### config.mk
export PLATFORM = sky130hd
export DESIGN_NAME = inv_addkey_mix
export DESIGN_NICKNAME = d
export VERILOG_FILES = /design/src/rtl/inv_addkey_mix.sv
export SDC_FILE = /design/constraint.sdc
export NUM_CORES = 1
export LEC_CHECK = 0
export BUFFER_PORTS_ARGS = -buffer_cell sky130_fd_sc_hd__buf_2
export CAP_MARGIN = 20
export CELL_PAD_IN_SITES_DETAIL_PLACEMENT = 2
export CELL_PAD_IN_SITES_GLOBAL_PLACEMENT = 2
export CORE_MARGIN = 3
export CORE_UTILIZATION = 28
export CTS_BUF_LIST = sky130_fd_sc_hd__clkbuf_8
export CTS_CLUSTER_SIZE = 8
export DETAILED_ROUTE_END_ITERATION = 8
export PLACE_DENSITY = 0.86
export SLEW_MARGIN = 15
export SYNTH_ARGS = -nofsm -noshare
export SYNTH_HDL_FRONTEND = slang
export SYNTH_SLANG_ARGS = --single-unit
### constraint.sdc
create_clock -name clk -period 2.9 [get_ports clk]
set_clock_uncertainty 0.1 [all_clocks]
set_input_delay 0.58 -clock clk [delete_from_list [all_inputs] [get_ports clk]]
set_output_delay 0.58 -clock clk [all_outputs]
set_load 0.01 [all_outputs]
### src/rtl/inv_addkey_mix.sv
// ---------------------------------------------------------------------------
// inv_addkey_mix
//   AES-128 decryption round tail: AddRoundKey followed by InvMixColumns.
//   The state that arrives from the inverse S-box stage is XORed with the
//   round key. For rounds 1..9 InvMixColumns is then applied. Round 0 (the
//   final round) and illegal rounds (>9) pass the XOR result through unmixed.
//   An illegal round also sets a sticky error flag that only reset clears.
//
//   Configuration macro: INV_ADDKEY_MIX_PIPE_EN
//     undefined : one output register stage, latency 1
//     defined   : stage 1 holds X and the round, stage 2 holds the mixed
//                 result, latency 2
//
// Ports
//   clk      rising-edge clock
//   rst_n    synchronous active-low reset
//   s_valid  input state valid
//   s_ready  this block accepts the input this cycle
//   s_state  inverse S-box output, byte k at [127-8k -: 8]
//   s_key    round key, same byte order
//   s_round  decryption round index (9 down to 0)
//   m_valid  result valid
//   m_ready  downstream accepts the result
//   m_state  result state
//   m_round  round index carried with the data
//   m_last   result is the plaintext (round 0)
//   err      sticky illegal-round flag
// ---------------------------------------------------------------------------
module inv_addkey_mix (
  input  logic         clk,
  input  logic         rst_n,
  input  logic         s_valid,
  output logic         s_ready,
  input  logic [127:0] s_state,
  input  logic [127:0] s_key,
  input  logic [3:0]   s_round,
  output logic         m_valid,
  input  logic         m_ready,
  output logic [127:0] m_state,
  output logic [3:0]   m_round,
  output logic         m_last,
  output logic         err
);

  // Multiply by x in GF(2^8), reduction polynomial 0x11B.
  function automatic logic [7:0] xtime(input logic [7:0] b);
    xtime = {b[6:0], 1'b0} ^ (b[7] ? 8'h1b : 8'h00);
  endfunction

  // Multiply by a 4-bit constant (09, 0B, 0D, 0E are the only ones used).
  function automatic logic [7:0] gmul(input logic [7:0] b, input logic [3:0] c);
    logic [7:0] b2, b4, b8;
    b2   = xtime(b);
    b4   = xtime(b2);
    b8   = xtime(b4);
    gmul = (c[0] ? b  : 8'h00) ^ (c[1] ? b2 : 8'h00) ^
           (c[2] ? b4 : 8'h00) ^ (c[3] ? b8 : 8'h00);
  endfunction

  // One column; the top byte is row 0.
  function automatic logic [31:0] inv_mix_col(input logic [31:0] col);
    logic [7:0] a0, a1, a2, a3;
    a0 = col[31:24];
    a1 = col[23:16];
    a2 = col[15:8];
    a3 = col[7:0];
    inv_mix_col = {
      gmul(a0, 4'he) ^ gmul(a1, 4'hb) ^ gmul(a2, 4'hd) ^ gmul(a3, 4'h9),
      gmul(a0, 4'h9) ^ gmul(a1, 4'he) ^ gmul(a2, 4'hb) ^ gmul(a3, 4'hd),
      gmul(a0, 4'hd) ^ gmul(a1, 4'h9) ^ gmul(a2, 4'he) ^ gmul(a3, 4'hb),
      gmul(a0, 4'hb) ^ gmul(a1, 4'hd) ^ gmul(a2, 4'h9) ^ gmul(a3, 4'he)
    };
  endfunction

  // Only rounds 1..9 are mixed; round 0 and illegal rounds pass X through.
  function automatic logic [127:0] round_result(input logic [127:0] x,
                                                input logic [3:0]   rnd);
    logic [127:0] r;
    r = x;
    if ((rnd >= 4'd1) && (rnd <= 4'd9)) begin
      for (int c = 0; c < 4; c++) begin
        r[127-32*c -: 32] = inv_mix_col(x[127-32*c -: 32]);
      end
    end else begin
      r = x;
    end
    round_result = r;
  endfunction

  logic [127:0] x_s;
  logic         accept_s;
  logic         illegal_s;

  logic         m_valid_r;
  logic [127:0] m_state_r;
  logic [3:0]   m_round_r;
  logic         m_last_r;
  logic         err_r;

  assign x_s       = s_state ^ s_key;
  assign accept_s  = s_valid && s_ready;
  assign illegal_s = (s_round > 4'd9);

`ifdef INV_ADDKEY_MIX_PIPE_EN
  logic         s1_valid_r;
  logic [127:0] s1_x_r;
  logic [3:0]   s1_round_r;
  logic         adv_s;

  // Stage 2 can take new data when empty or being drained this cycle.
  assign adv_s   = !m_valid_r || m_ready;
  assign s_ready = !s1_valid_r || adv_s;

  // Stage 1: capture X and round on accept; empty when handed to stage 2.
  always_ff @(posedge clk) begin
    if (!rst_n) begin
      s1_valid_r <= 1'b0;
      s1_x_r     <= 128'd0;
      s1_round_r <= 4'd0;
    end else if (accept_s) begin
      s1_valid_r <= 1'b1;
      s1_x_r     <= x_s;
      s1_round_r <= s_round;
    end else if (adv_s) begin
      s1_valid_r <= 1'b0;
    end else begin
      s1_valid_r <= s1_valid_r;
    end
  end

  // Stage 2 / output register: mix the stage-1 contents and hold on stall.
  always_ff @(posedge clk) begin
    if (!rst_n) begin
      m_valid_r <= 1'b0;
      m_state_r <= 128'd0;
      m_round_r <= 4'd0;
      m_last_r  <= 1'b0;
    end else if (s1_valid_r && adv_s) begin
      m_valid_r <= 1'b1;
      m_state_r <= round_result(s1_x_r, s1_round_r);
      m_round_r <= s1_round_r;
      m_last_r  <= (s1_round_r == 4'd0);
    end else if (m_ready) begin
      m_valid_r <= 1'b0;
    end else begin
      m_valid_r <= m_valid_r;
    end
  end
`else
  // Accept whenever the output register is empty or draining this cycle.
  assign s_ready = !m_valid_r || m_ready;

  // Output register: load the result on accept, hold while stalled.
  always_ff @(posedge clk) begin
    if (!rst_n) begin
      m_valid_r <= 1'b0;
      m_state_r <= 128'd0;
      m_round_r <= 4'd0;
      m_last_r  <= 1'b0;
    end else if (accept_s) begin
      m_valid_r <= 1'b1;
      m_state_r <= round_result(x_s, s_round);
      m_round_r <= s_round;
      m_last_r  <= (s_round == 4'd0);
    end else if (m_ready) begin
      m_valid_r <= 1'b0;
    end else begin
      m_valid_r <= m_valid_r;
    end
  end
`endif

  // Sticky error: set when an illegal round is accepted, cleared by reset only.
  always_ff @(posedge clk) begin
    if (!rst_n) begin
      err_r <= 1'b0;
    end else if (accept_s && illegal_s) begin
      err_r <= 1'b1;
    end else begin
      err_r <= err_r;
    end
  end

  assign m_valid = m_valid_r;
  assign m_state = m_state_r;
  assign m_round = m_round_r;
  assign m_last  = m_last_r;
  assign err     = err_r;

endmodule

==> run_results.csv <==
group,metric,value,unit
timing,finalSetupViolations,0,
cts,cts-hold-fix-buffers,0,
yosys,synth-seq-cells,135,
power,p_leak,0.00890,uW
timing,slew_viol_final,0,
timing,worst_slew_pin_slew,0.800,ns
grt,overflow,0,
setup_path,critical-path-max-stage-delay,0.58,ns
cts,post_cts_resize_count,0,
outcome,outcome,"finished clean",
yosys,ys.warnings.count,0,
floorplanning,die-area,58100,sq um
floorplanning,die_x,241,um
timing,post-route-period-util,90.1,%
timing,timing.fmax,383,MHz
cells_and_area,share_of_cells_above_drive_strength_1,35.2,%
route,drcViolationCount,0,
floorplanning,rows,85,
power,fin_total_pwr,19400,uW
setup_path,cpMostUsedCell,"xnor2_1",
yosys,mappedNetlistNets,1896,
route,avgRoutedWirePerCell,23.7,um
cells_and_area,design.final.nets,2543,
timing,final_period_minus_worst_setup_slack,2.61,ns
placed_design,post_dp_cell_area,20500,sq um
worst_hold_path,timing.hold.worst.class,"primary input to flop",
yosys,unique_cell_type_count_in_the_yosys_netlist,45,
timing,rsz_0062_raised_after_global_routing,"no",
power,max-vdd-ir-drop,0.324,mV
cts,tritoncts,"built",
yosys,seq_area_frac_synth,17.5,%
route,detail_route.first_pass.iterations,4,
run,maxCapViolations,0,
yosys,yosys_most_used_dff,"dfxtp_1",
cts,path_clk_slew,0.09,ns
timing,timing.final.hold_violations,0,
cells_and_area,multi_input_comb_area,12500,sq um
grt,grt_pass1_wl,104,mm
placed_design,place.detailed.hpwl,59.2,mm
placed_design,number_of_port_buffers,399,
setup_path,crit_path_dat,2.92,ns
route,initialDrtViolationCount,497,
cells_and_area,final_cells,2989,
setup_path,timing.critical_path.buf_inv,1,
floorplanning,floorplan.die.height,241,um
timing,fin_hold_ws,0.214,ns
floorplanning,initial_standard_cell_utilization_of_the_core,28.5,%
cells_and_area,layout-area-overhead-vs-synth,34.7,%
cells_and_area,leading_cell_type_in_the_layout_fill_and_taps_excluded,"xnor2_1",
route,num_vias,14300,
cts,cts-root-to-sink-buffers,2,
yosys,synth_area,15500,sq um
floorplanning,top_level_ports,400,
placed_design,dp_cells,2956,
setup_path,timing.critical_path.required,3.20,ns
setup_path,startpoint_type,"primary input",
setup_path,worstSetupEndpointType,"flop",
cts,cts_inserted_buffers,17,
yosys,synth.avg_cell_area,9.48,sq um
floorplanning,core,54200,sq um
cells_and_area,fill_cells,6136,
route,routed_via_density,4.77,
grt,grt_use_total,24.1,%
cts,cts_setup_buffers,0,
yosys,synth-edff-count,0,
setup_path,critical_path_class,"primary input to flop",
cts,cts_num_sinks,135,
cells_and_area,layout_common_cells,"xnor2_1, buf_2, buf_4",
cells_and_area,seq_area,2700,sq um
cells_and_area,postLayoutCellArea,20800,sq um
cts,clkLatencyLatePin,0.54,ns
timing,fin_tns_setup,0,ns
power,pwr_density_cell,929,nW/um^2
grt,grt_start_max_net_pins,92,
route,postRouteAntennaNets,0,
setup_path,cpMaxStageDelayCell,"xor3_1",
cts,root_buffer_selected_by_cts,"clkbuf_8",
yosys,synthesis.instances,1632,
setup_path,crit_chain,"buf_2 -> xnor2_4 -> xor3_1 -> xor2_1 -> xnor2_1 -> xnor2_1 -> and3_1 -> o41ai_1",
placed_design,gp_congestion,0.891,
setup_path,worstPathMaxFanout,4,
grt,antenna_found_initial,1,
grt,grt_pass1_vias,16400,
yosys,async_flop_share,0,%
cts,cts.htree.levels,4,
route,routed_wirelength,70.7,mm
timing,worst_relative_slew_slack,46.6,%
setup_path,worst_path_dominant_cell_family,"XOR/XNOR gates",
==> power by group <==
part | leakage (uW) | internal [uW] | switching [uW]
logic | 0.00761 | 7320 | 7590
registers | 0.00111 | 2400 | 344
clock network | 0.000185 | 691 | 1020
total | 0.00890 | 10400 | 8950
==> path summary, 6_finish.rpt <==
path	start	to	slack (ns)	cells past startpoint
setup / recovery	s_key[79]	m_state[93]	0.29	8
hold / removal	s_round[2]	m_round[2]	0.21	3
setup reg to reg	m_valid	m_state[51]	0.87	6
hold reg to reg	m_state[65]	m_state[65]	0.36	2
==> cells by family after synthesis <==
group	Yosys count	synth area share (%)
compound gates	252	11.7
mux	1	0.0647
flops	135	17.5
xor+xnor	903	62.1
simple gates	270	7.00
buf+inv	71	1.72
==> Yosys cell counts (3+ instances only) <==
library cell,n,area (sq um)
nor2_1,9,33.8
xnor2_4,6,165
o221ai_1,11,96.3
a31oi_1,3,18.8
o31ai_1,14,105
o21ai_0,35,175
buf_1,7,26.3
xnor2_1,641,5610
and2_1,9,56.3
clkbuf_1,62,233
a21boi_0,81,608
o211ai_1,72,541
xor2_1,116,1020
a211o_1,3,26.3
nand3_1,23,115
a22o_1,6,52.6
dfxtp_1,135,2700
a21boi_1,4,30.0
xor3_1,6,143
xor3_2,3,75.1
o21ai_1,11,55.1
xnor2_2,53,862
xnor3_1,67,1510
nand2_1,222,833
xor2_2,6,97.6
==> worst register-to-register path: cells and delay by family, from the launching register on <==
family	cells	cell delay [ns]
AND/OR/NAND/NOR	3	0.64
flip-flops	1	0.33
buffers and inverters	2	0.62
AO/OA/AOI/OAI	1	0.23
==> flip-flops by register name, indices dropped and copies added (netlist names) <==
register	count
err	1
m_last	1
m_state	128
m_valid	1
m_round	4
==> metal layers <==
layer	GRT usage (%)	vias up	share of wire, %
li1	-	6652	-
met1	29.4	7161	43
met2	43.3	352	51
met3	4.17	92	3.9
met4	7.55	0	2.6
met5	0	-	0
==> metrics by stage <==
stage	util (%)	worst slack, ns
finish	38.4	0.288
CTS	38.4	0.363
global route	38.4	0.183
floorplan	-	0.0523
detailed placement	37.7	-0.218
global placement	37.7	-0.0870
==> area by class of cell <==
class | count | area share (%)
sequential | 135 | 13.0
timing repair buffer | 697 | 20.9
multi-input combinational | 1426 | 60.1
inverter | 2 | 0.0360
antenna | 1 | 0.0120
clock inverter | 15 | 0.660
clock buffer | 17 | 1.12
tap | 696 | 4.18
Power figures use the tool's default switching activity.
